File: src/rtl/ball_plotter_if.sv
// Pixel-plotter handshake: frame request and position in, VGA pixel stream and status out.
// The master side is the position/tick logic; the slave side is ball_plotter.
interface ball_plotter_if;
   logic       enable;
   logic [7:0] x_in;
   logic [6:0] y_in;
   logic [7:0] x;
   logic [6:0] y;
   logic [2:0] colour;
   logic       plot;
   logic       busy;
   logic       done;

   modport master (output enable, x_in, y_in,
                   input  x, y, colour, plot, busy, done);
   modport slave  (input  enable, x_in, y_in,
                   output x, y, colour, plot, busy, done);
endinterface

File: src/rtl/ball_plotter.sv
// Redraws a SIZE x SIZE ball per frame tick: erases the previous square, then draws the new one,
// streaming one registered pixel per cycle to the VGA adapter with off-screen pixels suppressed.
module ball_plotter #(
   parameter int         SIZE        = 2,
   parameter logic [2:0] BALL_COLOUR = 3'b111,
   parameter logic [2:0] BG_COLOUR   = 3'b000
) (
   input logic          clk,
   input logic          reset,
   ball_plotter_if.slave bus
);

   localparam int             CW   = (SIZE > 1) ? $clog2(SIZE) : 1;
   localparam logic [CW-1:0]  LAST = CW'(SIZE - 1);

   typedef enum logic [2:0] {IDLE, LOAD, ERASE, DRAW, FIN} state_t;

   state_t        state, state_next;
   logic [CW-1:0] dx, dy;
   logic          prev_valid;
   logic [7:0]    old_x, new_x;
   logic [6:0]    old_y, new_y;

   logic [8:0]    sum_x;
   logic [7:0]    sum_y;
   logic          on_screen;
   logic          last_px;
   logic [2:0]    pass_colour;

   // NOTE: every always_comb output gets a default first, so no path can infer a latch.
   always_comb begin
      state_next  = state;
      sum_x       = {1'b0, new_x} + 9'(dx);
      sum_y       = {1'b0, new_y} + 8'(dy);
      pass_colour = BALL_COLOUR;
      if (state == ERASE) begin
         sum_x       = {1'b0, old_x} + 9'(dx);
         sum_y       = {1'b0, old_y} + 8'(dy);
         pass_colour = BG_COLOUR;
      end
      on_screen = (sum_x <= 9'd159) && (sum_y <= 8'd119);
      last_px   = (dx == LAST) && (dy == LAST);

      case (state)
         IDLE:    if (bus.enable) state_next = LOAD;
         LOAD:    state_next = prev_valid ? ERASE : DRAW;
         ERASE:   if (last_px) state_next = DRAW;
         DRAW:    if (last_px) state_next = FIN;
         FIN:     state_next = IDLE;
         default: state_next = IDLE;
      endcase
   end

   // NOTE: sequential state uses non-blocking assignments so every register samples pre-edge values.
   always_ff @(posedge clk) begin
      if (reset) state <= IDLE;
      else       state <= state_next;
   end

   always_ff @(posedge clk) begin
      if (reset) begin
         dx         <= '0;
         dy         <= '0;
         prev_valid <= 1'b0;
         old_x      <= '0;
         old_y      <= '0;
         new_x      <= '0;
         new_y      <= '0;
         bus.x      <= '0;
         bus.y      <= '0;
         bus.colour <= '0;
         bus.plot   <= 1'b0;
         bus.busy   <= 1'b0;
         bus.done   <= 1'b0;
      end else begin
         bus.plot <= 1'b0;
         bus.busy <= (state_next != IDLE);
         bus.done <= (state_next == FIN);

         case (state)
            IDLE: begin
               if (bus.enable) begin
                  new_x <= bus.x_in;
                  new_y <= bus.y_in;
               end
            end
            LOAD: begin
               dx <= '0;
               dy <= '0;
            end
            ERASE, DRAW: begin
               // Clipped pixels still use their slot; x/y/colour hold their last plotted values.
               if (on_screen) begin
                  bus.x      <= sum_x[7:0];
                  bus.y      <= sum_y[6:0];
                  bus.colour <= pass_colour;
                  bus.plot   <= 1'b1;
               end
               if (dx == LAST) begin
                  dx <= '0;
                  dy <= (dy == LAST) ? '0 : dy + CW'(1);
               end else begin
                  dx <= dx + CW'(1);
               end
               if (state == DRAW && last_px) begin
                  old_x      <= new_x;
                  old_y      <= new_y;
                  prev_valid <= 1'b1;
               end
            end
            default: ;
         endcase
      end
   end

endmodule

File: src/flat_wrapper.sv
// flat-port wrapper written by rule: the top's interface ports become plain ports
module ball_plotter_flat 
#(
   parameter int         SIZE        = 2,
   parameter logic [2:0] BALL_COLOUR = 3'b111,
   parameter logic [2:0] BG_COLOUR   = 3'b000
)
  (clk, reset, bus_enable, bus_x_in, bus_y_in, bus_x, bus_y, bus_colour, bus_plot, bus_busy, bus_done);
  ball_plotter_if bus_i ();
  input logic clk;
  input logic reset;
  input wire logic [$bits(bus_i.enable)-1:0] bus_enable;
  input wire logic [$bits(bus_i.x_in)-1:0] bus_x_in;
  input wire logic [$bits(bus_i.y_in)-1:0] bus_y_in;
  output wire logic [$bits(bus_i.x)-1:0] bus_x;
  output wire logic [$bits(bus_i.y)-1:0] bus_y;
  output wire logic [$bits(bus_i.colour)-1:0] bus_colour;
  output wire logic [$bits(bus_i.plot)-1:0] bus_plot;
  output wire logic [$bits(bus_i.busy)-1:0] bus_busy;
  output wire logic [$bits(bus_i.done)-1:0] bus_done;
  assign bus_i.enable = bus_enable;
  assign bus_i.x_in = bus_x_in;
  assign bus_i.y_in = bus_y_in;
  assign bus_x = bus_i.x;
  assign bus_y = bus_i.y;
  assign bus_colour = bus_i.colour;
  assign bus_plot = bus_i.plot;
  assign bus_busy = bus_i.busy;
  assign bus_done = bus_i.done;
  ball_plotter #(.SIZE(SIZE), .BALL_COLOUR(BALL_COLOUR), .BG_COLOUR(BG_COLOUR)) u_core (.clk(clk), .reset(reset), .bus(bus_i));
endmodule
File: config.mk
export PLATFORM = sky130hd
export DESIGN_NAME = ball_plotter_flat
export DESIGN_NICKNAME = d
export VERILOG_FILES = /design/src/rtl/ball_plotter_if.sv /design/src/rtl/ball_plotter.sv /design/src/flat_wrapper.sv
export SDC_FILE = /design/constraint.sdc
export NUM_CORES = 1
export LEC_CHECK = 0
export CORE_MARGIN = 8
export CORE_UTILIZATION = 45
export CTS_CLUSTER_SIZE = 25
export DETAILED_ROUTE_END_ITERATION = 16
export PLACE_DENSITY_LB_ADDON = 0.12
export SLEW_MARGIN = 20
export SYNTH_ARGS = -nofsm -noshare
export SYNTH_HDL_FRONTEND = slang
export SYNTH_SLANG_ARGS = --single-unit
File: constraint.sdc
create_clock -name clk -period 6.6 [get_ports clk]
set_clock_uncertainty 0.2 [all_clocks]
set_input_delay 1.65 -clock clk [delete_from_list [all_inputs] [get_ports clk]]
set_output_delay 1.65 -clock clk [all_outputs]
set_load 0.05 [all_outputs]
Yosys cells after proc, flatten, opt, wreduce, memory -nomap -nowiden
Cells that the tools add are included.

Register bits after elaboration: 57. Bits in latches: 0. Memory bits (writable): 0. Memory bits (read-only): 0. Input port bits: 18. Output and inout port bits: 21. Logic and storage cells: 54. Memories kept: 0.

Add/subtract/negate cells: 6. Multipliers: 0. Divide/modulo/power cells: 0. $lt $le $gt $ge: 2. Eq/ne operators: 5. Shift-type cells: 0. Muxes and demuxes: 14. Bitwise gates (word level): 1. Reductions and logical operators: 12.

Operator list (count): 8-bit by 1-bit adder with 9-bit output (2); 7-bit by 1-bit adder with 8-bit output (2); 3-bit 2-to-1 mux (4); 3-bit one-hot mux with 4 select lines (1); 9-bit by 8-bit <= comparator with 1-bit output, second input constant (1); 9-bit 2-to-1 mux (1); 8-bit by 7-bit <= comparator with 1-bit output, second input constant (1); 8-bit 2-to-1 mux (1); 2-bit AND reduction (4); 3-bit by 2-bit == test with 1-bit output, second input constant (2); 1-bit 2-to-1 mux (5); 1-bit one-hot mux with 2 select lines (2); 2-bit OR reduction (2); 3-bit by 1-bit == test with 1-bit output, second input constant (1); 3-bit == test, second input constant (1); 1-bit logical AND (3); 3-bit logical NOT (1); 3-bit nonzero test (1); 1-bit adder, second input constant (2); 2-bit by 1-bit != test with 1-bit output, second input constant (1); 2-bit nonzero test (1); 1-bit inverter (1).

Depth between registers and ports, before layout
Gate-level depths: netlist (run 1).

Word-level depth: 5. Depth in mapped cells: 15. Gate-level depth less buffers: 11.

Worst setup path before layout (run 1)
Ideal clock, no wire load.

Kind: reg2reg. Start: register u_core.state[0]. End: register u_core.bus.colour[1]. Setup time: 0.123 ns. Arrival time: 3.134 ns. Data required time: 6.277 ns. Setup slack: 3.143 ns. Cell stages (with the launch flop): 16. Path buffers: 4. Clock period less this slack: 3.457 ns. Path through: dfxtp_1 buf_6 or3b_1 buf_6 clkbuf_1 nand2_1 nand2_1 ha_1 ha_1 clkbuf_1 nand4_1 o211ai_1 o21ai_1 nand3_2 a2bb2oi_4 mux2_1.

Cells in the longest elaborated chain, start to end: 5. Elaborated cells between the ends (all ways): 10. Classes of those cells: order compare (2); eq/ne (2); mux (3); reduce/logical (3).

RTL lines: from (decl) (line ball_plotter.sv:18) `state_t state, state_next;`; from (signal assigned) (line ball_plotter.sv:57) `else state <= state_next;`; 3-bit by 2-bit == test with 1-bit output (line ball_plotter.sv:36, ball_plotter.sv:80); 9-bit 2-to-1 mux or 8-bit 2-to-1 mux (tied branches) (line ball_plotter.sv:36) `if (state == ERASE) begin`; 9-bit by 8-bit <= comparator with 1-bit output or 8-bit by 7-bit <= comparator with 1-bit output (tied branches) (line ball_plotter.sv:41) `on_screen = (sum_x <= 9'd159) && (sum_y <= 8'd119);`; 1-bit logical AND (line ball_plotter.sv:41); 2-bit AND reduction (no source line); to (signal assigned) (line ball_plotter.sv:96) `bus.colour <= pass_colour;`; to (decl) (line ball_plotter_if.sv:17) `output x, y, colour, plot, busy, done);`.

Several ways; a longest one is shown, not always the timed one. A chain may end at the register's enable or synchronous reset.

Worst setup path in the final report (run 1)
Start: register u_core.state[1]. End: register u_core.bus.x[2].

Cells in the longest elaborated chain, start to end: 5. Elaborated cells between the ends (all ways): 9. Classes of those cells: order compare (2); eq/ne (2); mux (2); reduce/logical (3).

RTL lines: 3-bit by 2-bit == test with 1-bit output (line ball_plotter.sv:36, ball_plotter.sv:80); 9-bit 2-to-1 mux or 8-bit 2-to-1 mux (tied branches) (line ball_plotter.sv:36); 9-bit by 8-bit <= comparator with 1-bit output or 8-bit by 7-bit <= comparator with 1-bit output (tied branches) (line ball_plotter.sv:41); 1-bit logical AND (line ball_plotter.sv:41); 2-bit AND reduction (no source line); to (signal assigned) (line ball_plotter.sv:94) `bus.x <= sum_x[7:0];`; to (decl) (line ball_plotter_if.sv:17).

Several ways; a longest one is shown, not always the timed one.

==> flow_summary.json, run 1 <==
{
  "endpoint_kind": "register",
  "synth_area_leader_cell": "dfxtp_1",
  "worst_r2r_path_depth": 11,
  "grt-ovfl-total": 0,
  "ant_nets": 0,
  "syn_inst": 339,
  "busiest_layer": "met2",
  "cts_resized": 0,
  "track_usage_pct": 13.9,
  "synth_seq_cells": 55,
  "nets": 386,
  "grt_max_degree": 70,
  "synth_cell_types": 50,
  "fillers": 621,
  "totalWireLength_um": 6030,
  "cap_violations": 0,
  "core_area_mm2": 0.00620,
  "crit_arrival_ns": 3.85,
  "synth_top_flop_cell": "dfxtp_1",
  "cp_max_fo": 14,
  "p_total_w": 0.000803,
  "cp_num_cells": 11,
  "critPathMaxStageDelay_ns": 0.88,
  "syn-num-nets": 361,
  "gp_congestion": 0.845,
  "cellLeakagePower_nw": 1.22,
  "crit_buf_inv": 0,
  "dpl.hpwl_um": 4360,
  "syn2layout_area_growth_pct": 17.7,
  "irDropWorstVdd_mv": 0.178,
  "cts_made_buffers": 5,
  "seq_area_frac_synth_pct": 38.9,
  "drc": 0,
  "final_common_cell": "nand2_1",
  "finalHoldViolCount": 0,
  "clkSinkCount": 55,
  "drive_gt1_share_pct": 8.49,
  "cp-start-kind": "register",
  "root_buffer": "clkbuf_8",
  "synth_edf_count": 0,
  "period_share_pct": 58.2,
  "initial_core_util_pct": 45.7,
  "post-cts-setup-buffer-count": 0,
  "use_met3_pct": 3.46,
  "synthArstFlopShare_pct": 0,
  "grt_pass1_vias": 2147,
  "yosysWarnings": 0,
  "syn-mean-instance-area_um2": 8.36,
  "cellPowerDensity_mw_per_mm2": 241,
  "antenna_found_initial": 0,
  "detail_route.wl_per_cell_um": 13.6,
  "grt_setup_unrepaired": "false",
  "clk_path_buf_depth": 2,
  "vias": 2292,
  "yosysTopAreaCellShare_pct": 38.9,
  "grtUsageMet1_pct": 19.0,
  "min_period_ns": 3.84,
  "grt_pass1_wl_um": 10100,
  "criticalPathCategory": "register to register",
  "slew_violations": 0,
  "cts_htree_levels": 2,
  "syn_area_mm2": 0.00283,
  "hp-class": "register to register",
  "cpLargestDelayFamily": "simple AND/OR/NAND/NOR gates",
  "insertion_delay_ns": 0.31,
  "floorplan.die_area_mm2": 0.00909,
  "io_pins": 39,
  "num_rows": 29,
  "hold-path-cell-count": 2,
  "status": "finished, final reports clean",
  "cts_tree": "done",
  "cp_slowest_cell": "nor3b_2",
  "io_buffers": 38,
  "setup_violations": 0,
  "gr-usage-met2_pct": 20.9,
  "drt-pass1-iter-count": 4,
  "clkTransAtPathRegs_ns": 0.09,
  "final_cell_mix": "84 x nand2_1, 55 x dfxtp_1, 37 x clkdlybuf4s50_1",
  "drt-initial-drc-count": 133,
  "via_per_inst": 5.19,
  "synth_area_leaders": "dfxtp_1 39%, nand2_1 11%, a21oi_1 6.0%, mux2i_1 5.7%, mux2_4 3.7%",
  "crit_required_ns": 6.61,
  "relSlewSlack_pct": 31.3,
  "cts_hold_buf": 0,
  "die_h_um": 95.4,
  "fmax_ghz": 0.260,
  "worst_pin_slew_ns": 1.03,
  "tns_ns": 0,
  "antennaDiodeCount": 0,
  "die_x_um": 95.4,
  "cp_cell_sequence": "nor3b_2, nand2_1, nand2_1, ha_1, ha_1, nand4_1, mux2_4, o211a_2, o211ai_4, o2bb2ai_4, mux2_4"
}
## sequential cells by signal (all words and copies together) (netlist names)
name,cells
u_core.bus.plot,1
u_core.bus.x,8
u_core.new_x,8
u_core.old_y,7
u_core.bus.colour,1
u_core.new_y,7
u_core.bus.y,7
u_core.prev_valid,1
u_core.old_x,8
u_core.bus.done,1
u_core.dx,1
u_core.dy,1
u_core.state,3
u_core.bus.busy,1
## metrics by stage
stage / hold slack, ns / utilization [%] / setup slack (ns) / cell area (µm²) / cells
floorplan: 0.237 / - / 3.14 / 2830 / 339
global placement: 0.248 / 51.8 / 2.90 / 3220 / 434
detailed placement: 0.251 / 51.8 / 2.83 / 3220 / 434
CTS: 0.265 / 53.7 / 2.78 / 3330 / 442
global route: 0.296 / 53.8 / 2.53 / 3340 / 442
finish: 0.263 / 53.8 / 2.76 / 3340 / 442
## synthesized netlist by cell type (2+ instances only)
cell      count
nand2_1      84
dfxtp_1      55
a21oi_1      34
nor2_1       23
mux2i_1      16
nand2b_1     15
clkbuf_1     14
nand3_1      13
xor2_1       10
mux2_4        7
nor2b_1       7
xnor2_1       5
ha_1          4
nand4_1       4
nor3_1        3
a31oi_1       2
a41o_1        2
and4_1        2
buf_1         2
buf_4         2
buf_6         2
inv_1         2
mux2_2        2
nor3_2        2
o211ai_1      2
## per-layer routing
layer | vias up | share of wire [%] | wire [µm]
met1 | 1027 | 49 | 2960
met5 | - | 0 | 0
met2 | 54 | 43 | 2610
met3 | 6 | 6.3 | 378
li1 | 1205 | - | -
met4 | 0 | 1.3 | 76
## final cells by class
type	instances	area, µm²	share of cell area (%)
multi-input cells	261	1630	48.8
flip-flops and latches	55	1100	33.0
repair buffers	39	385	11.5
well taps	77	96.3	2.89
clock buffers	6	82.6	2.47
clock inverters	2	35.0	1.05
inverters	2	7.51	0.225
## tightest hold or removal path: cells and delay by family, from the launching register on
family             cells  cell delay, ns
AOI/OAI and AO/OA      1            0.05
DFF                    1            0.32
and+or+nand+nor        1            0.05
## power breakdown
part / leakage [nW] / internal, W / total, W / switching [W]
registers: 0.447 / 0.000352 / 0.000373 / 0.0000209
logic: 0.707 / 0.0000808 / 0.000198 / 0.000117
clock network: 0.0612 / 0.000123 / 0.000233 / 0.000110
## worst paths after layout
path / endpoint / startpoint / slack, ns
max reg2reg: u_core.bus.x[2] / u_core.state[1] / 2.76
min: u_core.old_y[0] / u_core.old_y[0] / 0.26
max: u_core.bus.x[2] / u_core.state[1] / 2.76
min reg2reg: u_core.old_y[0] / u_core.old_y[0] / 0.26
## logic make-up after synthesis
| kind of cell | Yosys count | synth area share, % |
|---|---|---|
| compound gates | 52 | 13.0 |
| mux | 26 | 10.6 |
| simple gates | 164 | 27.3 |
| fa+ha+maj | 4 | 1.77 |
| xor+xnor | 15 | 4.64 |
| buf+inv | 23 | 3.89 |
| flops | 55 | 38.9 |
Note: power is estimated with default switching activity, not from simulation.
==> run 2, diff against run 1 <==
==> constraint.sdc (replaced) <==
create_clock -name clk -period 3.52 [get_ports clk]
set_clock_uncertainty 0.2 [all_clocks]
set_input_delay 0.88 -clock clk [delete_from_list [all_inputs] [get_ports clk]]
set_output_delay 0.88 -clock clk [all_outputs]
set_load 0.05 [all_outputs]
==> flow_summary.json, run 2 (same netlist as run 1, synthesis figures left out) <==
{
  "initial_core_util_pct": 45.7,
  "p_clk_share_pct": 29.1,
  "clkTransAtPathRegs_ns": 0.10,
  "root_buffer": "clkbuf_8",
  "ant_nets": 0,
  "cap_violations": 0,
  "grt_setup_unrepaired": "false",
  "grt_pass1_wl_um": 10300,
  "period_share_pct": 93.0,
  "use_met3_pct": 4.02,
  "cts_made_buffers": 5,
  "grt-ovfl-total": 0,
  "status": "finished, final reports clean",
  "top_regs": "u_core.bus.x (8), u_core.new_x (8), u_core.old_x (8)",
  "nets": 396,
  "cellPowerDensity_mw_per_mm2": 452,
  "insertion_delay_ns": 0.32,
  "final_common_cell": "nand2_1",
  "grt_max_degree": 49,
  "hold-worst-slack_ns": 0.262,
  "p_sw_w": 0.000478,
  "drt-pass1-iter-count": 4,
  "io_pins": 39,
  "endpoint_kind": "register",
  "worst_r2r_path_depth": 11,
  "combinationalPowerShare_pct": 25.6,
  "cts_tree": "done",
  "totalWireLength_um": 6120,
  "detail_route.wl_per_cell_um": 13.5,
  "tns_ns": 0,
  "die_x_um": 95.4,
  "grtUsageMet1_pct": 18.0,
  "crit_required_ns": 3.53,
  "dpl.hpwl_um": 4500,
  "antennaDiodeCount": 0,
  "drive_gt1_share_pct": 11.2,
  "die_h_um": 95.4,
  "gp_congestion": 0.848,
  "cp_max_fo": 10,
  "hp-class": "register to register",
  "relSlewSlack_pct": 48.3,
  "busiest_layer": "met2",
  "fmax_ghz": 0.305,
  "antenna_found_initial": 0,
  "clk_path_buf_depth": 2,
  "io_buffers": 38,
  "criticalPathCategory": "register to register",
  "drc": 0,
  "hold-path-cell-count": 2,
  "place_area_mm2": 0.00326,
  "crit_arrival_ns": 3.28,
  "switching_share_pct": 31.0,
  "worst_slack_ns": 0.246,
  "slew_violations": 0,
  "track_usage_pct": 14.0,
  "cts_htree_levels": 2,
  "pre_cts_ws_ns": 0.126,
  "ff2ff_setup_slack_ns": 0.25,
  "min_period_ns": 3.27,
  "worst_pin_slew_ns": 0.774,
  "cts_hold_buf": 0,
  "syn2layout_area_growth_pct": 20.6,
  "seqPwrFrac_pct": 45.3,
  "finalHoldViolCount": 0,
  "drt-initial-drc-count": 133,
  "cellLeakagePower_nw": 1.27,
  "via_per_inst": 5.18,
  "vias": 2342,
  "core_area_mm2": 0.00620,
  "gr-usage-met2_pct": 22.1,
  "grt_pass1_vias": 2237,
  "cp-start-kind": "register",
  "floorplan.die_area_mm2": 0.00909,
  "p_int_w": 0.00107,
  "clkSinkCount": 55,
  "finalInstanceArea_mm2": 0.00342,
  "irDropWorstVdd_mv": 0.279,
  "setup_violations": 0,
  "final_cell_mix": "84 x nand2_1, 55 x dfxtp_1, 37 x clkdlybuf4s50_1",
  "num_rows": 29
}
## run 2: changes by cell type in the layout (fill, tap and decap cells not counted)
cell      delta
buf_2        +1
buf_4        +9
clkinv_2     -1
inv_6        +1
o21ai_1      -1
o21ai_2      +1
## run 2: final timing paths
path | from | end
hold / removal | u_core.old_y[0] | u_core.old_y[0]
setup / recovery | u_core.state[1] | u_core.bus.y[2]
hold reg to reg | u_core.old_y[0] | u_core.old_y[0]
setup reg to reg | u_core.state[1] | u_core.bus.y[2]
## run 2: final cells by class
| cell class | count | area [µm²] |
|---|---|---|
| inverters | 2 | 7.51 |
| fillers | 567 | 2790 |
| clock inverters | 2 | 38.8 |
| multi-input cells | 261 | 1630 |
| repair buffers | 49 | 458 |
| clock buffers | 6 | 82.6 |
| well taps | 77 | 96.3 |
| flip-flops and latches | 55 | 1100 |
## run 2: routing by layer
layer / vias to the layer above / share of wire [%]
met5: - / 0
met3: 7 / 5.8
met1: 1072 / 49
met2: 41 / 44
li1: 1222 / -
met4: 0 / 1.2
## run 2: what timing repair did
action,in CTS,in global routing
buffers inserted,0,4
hold endpoints to repair,0,0
endpoints found under the setup margin,0,1
resized for setup,0,1
## run 2: per-stage QoR
stage / util [%] / total power, W / instances
floorplan: - / 0.000990 / 339
global placement: 52.6 / 0.00109 / 440
detailed placement: 52.6 / 0.00109 / 440
CTS: 54.5 / 0.00154 / 448
global route: 55.1 / 0.00161 / 452
finish: 55.1 / 0.00154 / 452
## run 2: critical path, cell delays in order, from the launching register on
cell,delay [ns]
dfxtp_1,0.47
nor3b_2,0.35
nand2_1,0.10
nand2_1,0.07
ha_1,0.19
ha_1,0.30
nand4_1,0.17
mux2_4,0.31
o211a_2,0.16
o211ai_4,0.26
o2bb2ai_4,0.26
mux2_4,0.33
## run 2: power by group through the flow
stage	Clock [W]	Combinational (W)	Sequential (W)
final	0.000449	0.000395	0.000699
after global routing	0.000480	0.000425	0.000707
after CTS	0.000462	0.000382	0.000699
after detailed placement	0	0.000380	0.000714
after global placement	0	0.000379	0.000712
after floorplan	0	0.000225	0.000764
==> run 3, diff against run 2 <==
--- a/config.mk
+++ b/config.mk
@@ -9,6 +9,7 @@
 export CORE_UTILIZATION = 45
 export CTS_CLUSTER_SIZE = 25
 export DETAILED_ROUTE_END_ITERATION = 16
+export GPL_TIMING_DRIVEN = 0
 export PLACE_DENSITY_LB_ADDON = 0.12
 export SLEW_MARGIN = 20
 export SYNTH_ARGS = -nofsm -noshare
==> flow_summary.json, run 3 (same netlist as run 1, synthesis figures left out) <==
{
  "cts_tree": "done",
  "setup_violations": 0,
  "drt-pass1-iter-count": 4,
  "worst_pin_slew_ns": 0.645,
  "root_buffer": "clkbuf_8",
  "grt_max_degree": 17,
  "period_share_pct": 96.5,
  "crit_buf_inv": 4,
  "antennaDiodeCount": 0,
  "insertion_delay_ns": 0.31,
  "cts_htree_levels": 2,
  "clkSinkCount": 55,
  "cpLargestDelayFamily": "compound AO/OA/AOI/OAI gates",
  "multi_input_area_mm2": 0.00166,
  "cp_max_fo": 10,
  "drc": 0,
  "critPathMaxStageDelay_ns": 0.37,
  "nets": 411,
  "dpl.hpwl_um": 4840,
  "crit_arrival_ns": 3.42,
  "syn2layout_area_growth_pct": 23.8,
  "slew_violations": 0,
  "detail_route.wl_per_cell_um": 14.1,
  "top_regs": "u_core.bus.x (8), u_core.new_x (8), u_core.old_x (8)",
  "num_rows": 29,
  "antenna_found_initial": 0,
  "cellPowerDensity_mw_per_mm2": 430,
  "endpoint_kind": "register",
  "floorplan.die_area_mm2": 0.00909,
  "cellLeakagePower_nw": 1.28,
  "status": "finished, final reports clean",
  "seqCellArea_mm2": 0.00110,
  "io_pins": 39,
  "crit_required_ns": 3.55,
  "vias": 2413,
  "ant_nets": 0,
  "p_total_w": 0.00151,
  "pre_cts_ws_ns": -0.520,
  "core_area_mm2": 0.00620,
  "cap_violations": 0,
  "via_per_inst": 5.17,
  "hp-class": "register to register",
  "io_buffers": 38,
  "drive_gt1_share_pct": 12.3,
  "grt_setup_unrepaired": "false",
  "final_common_cell": "nand2_1",
  "gp_congestion": 0.854,
  "die_x_um": 95.4,
  "drt-initial-drc-count": 122,
  "clkTransAtPathRegs_ns": 0.09,
  "cts_made_buffers": 5,
  "cp-start-kind": "register",
  "irDropWorstVdd_mv": 0.239,
  "cp_slowest_cell": "or3b_1",
  "initial_core_util_pct": 45.7,
  "fmax_ghz": 0.294,
  "relSlewSlack_pct": 56.9,
  "hold-worst-slack_ns": 0.268,
  "criticalPathCategory": "register to register",
  "grt_pass1_wl_um": 10700,
  "cp_cell_sequence": "clkbuf_4, or3b_1, buf_6, buf_4, nand2_1, nand2_1, ha_1, ha_4, nand4_1, o211ai_1, o21ai_2, nand3_2, o2bb2ai_4, buf_4, a221oi_2",
  "totalWireLength_um": 6590,
  "finalHoldViolCount": 0,
  "die_h_um": 95.4,
  "min_period_ns": 3.40,
  "track_usage_pct": 15.0,
  "grt-ovfl-total": 0,
  "worst_slack_ns": 0.124,
  "fillers": 584,
  "clk_path_buf_depth": 2,
  "final_cell_mix": "84 x nand2_1, 54 x dfxtp_1, 38 x clkdlybuf4s50_1",
  "grt_pass1_vias": 2194
}
-- run 3: cell count changes in the layout (fill, tap and decap cells not counted), moves of 2 or more --
cell / change
clkbuf_1: +11
buf_1: +2
buf_6: +2
ha_1: -2
-- run 3: per-layer routing --
metal / GRT usage (%) / vias to the layer above / wire length (µm)
met1: 19.6 / 1098 / 3190
met5: 0 / - / 0
met3: 3.86 / 8 / 439
li1: - / 1248 / -
met2: 23.4 / 59 / 2880
met4: 5.07 / 0 / 89
-- run 3: worst register-to-register path, cell delays in order (launching register included) --
cell and delay (ns):
dfxtp_1 0.32, clkbuf_4 0.17, or3b_1 0.37, buf_6 0.16, buf_4 0.19, nand2_1 0.07
nand2_1 0.06, ha_1 0.24, ha_4 0.20, nand4_1 0.14, o211ai_1 0.14, o21ai_2 0.24
nand3_2 0.18, o2bb2ai_4 0.22, buf_4 0.18, a221oi_2 0.24
-- run 3: power by group --
part	total, W	internal [W]	switching (W)
logic	0.000430	0.000187	0.000243
registers	0.000691	0.000659	0.0000315
clock network	0.000386	0.000179	0.000206
-- run 3: cell type report --
class / instances / area share, %
Multi-Input combinational cell: 261 / 47.4
Sequential cell: 55 / 31.4
Timing Repair Buffer: 44 / 12.1
Buffer: 20 / 3.10
Clock buffer: 7 / 2.75
Tap cell: 77 / 2.75
Clock inverter: 1 / 0.214
Inverter: 2 / 0.214
-- run 3: final timing paths --
check,from,to,slack [ns],depth (start not counted)
worst max-delay path,u_core.state[1],u_core.bus.y[5],0.12,15
worst min-delay path,u_core.old_x[0],u_core.old_x[0],0.27,2
worst max register to register,u_core.state[1],u_core.bus.y[5],0.12,15
worst min register to register,u_core.old_x[0],u_core.old_x[0],0.27,2
-- run 3: timing repair --
action,in CTS,in global routing
pin swaps,2,4
resized for setup,8,8
setup buffers,4,2
setup endpoints to repair,17,17
hold buffers,0,0
-- run 3: stage by stage --
| stage | setup TNS, ns | area (µm²) | util (%) | instances |
|---|---|---|---|---|
| final | 0 | 3510 | 56.5 | 467 |
| after global routing | 0 | 3510 | 56.5 | 467 |
| after CTS | 0 | 3460 | 55.8 | 465 |
| after detailed placement | -6.59 | 3310 | 53.4 | 454 |
| after global placement | -6.37 | 3310 | 53.4 | 454 |
| after floorplan | 0 | 2830 | - | 339 |
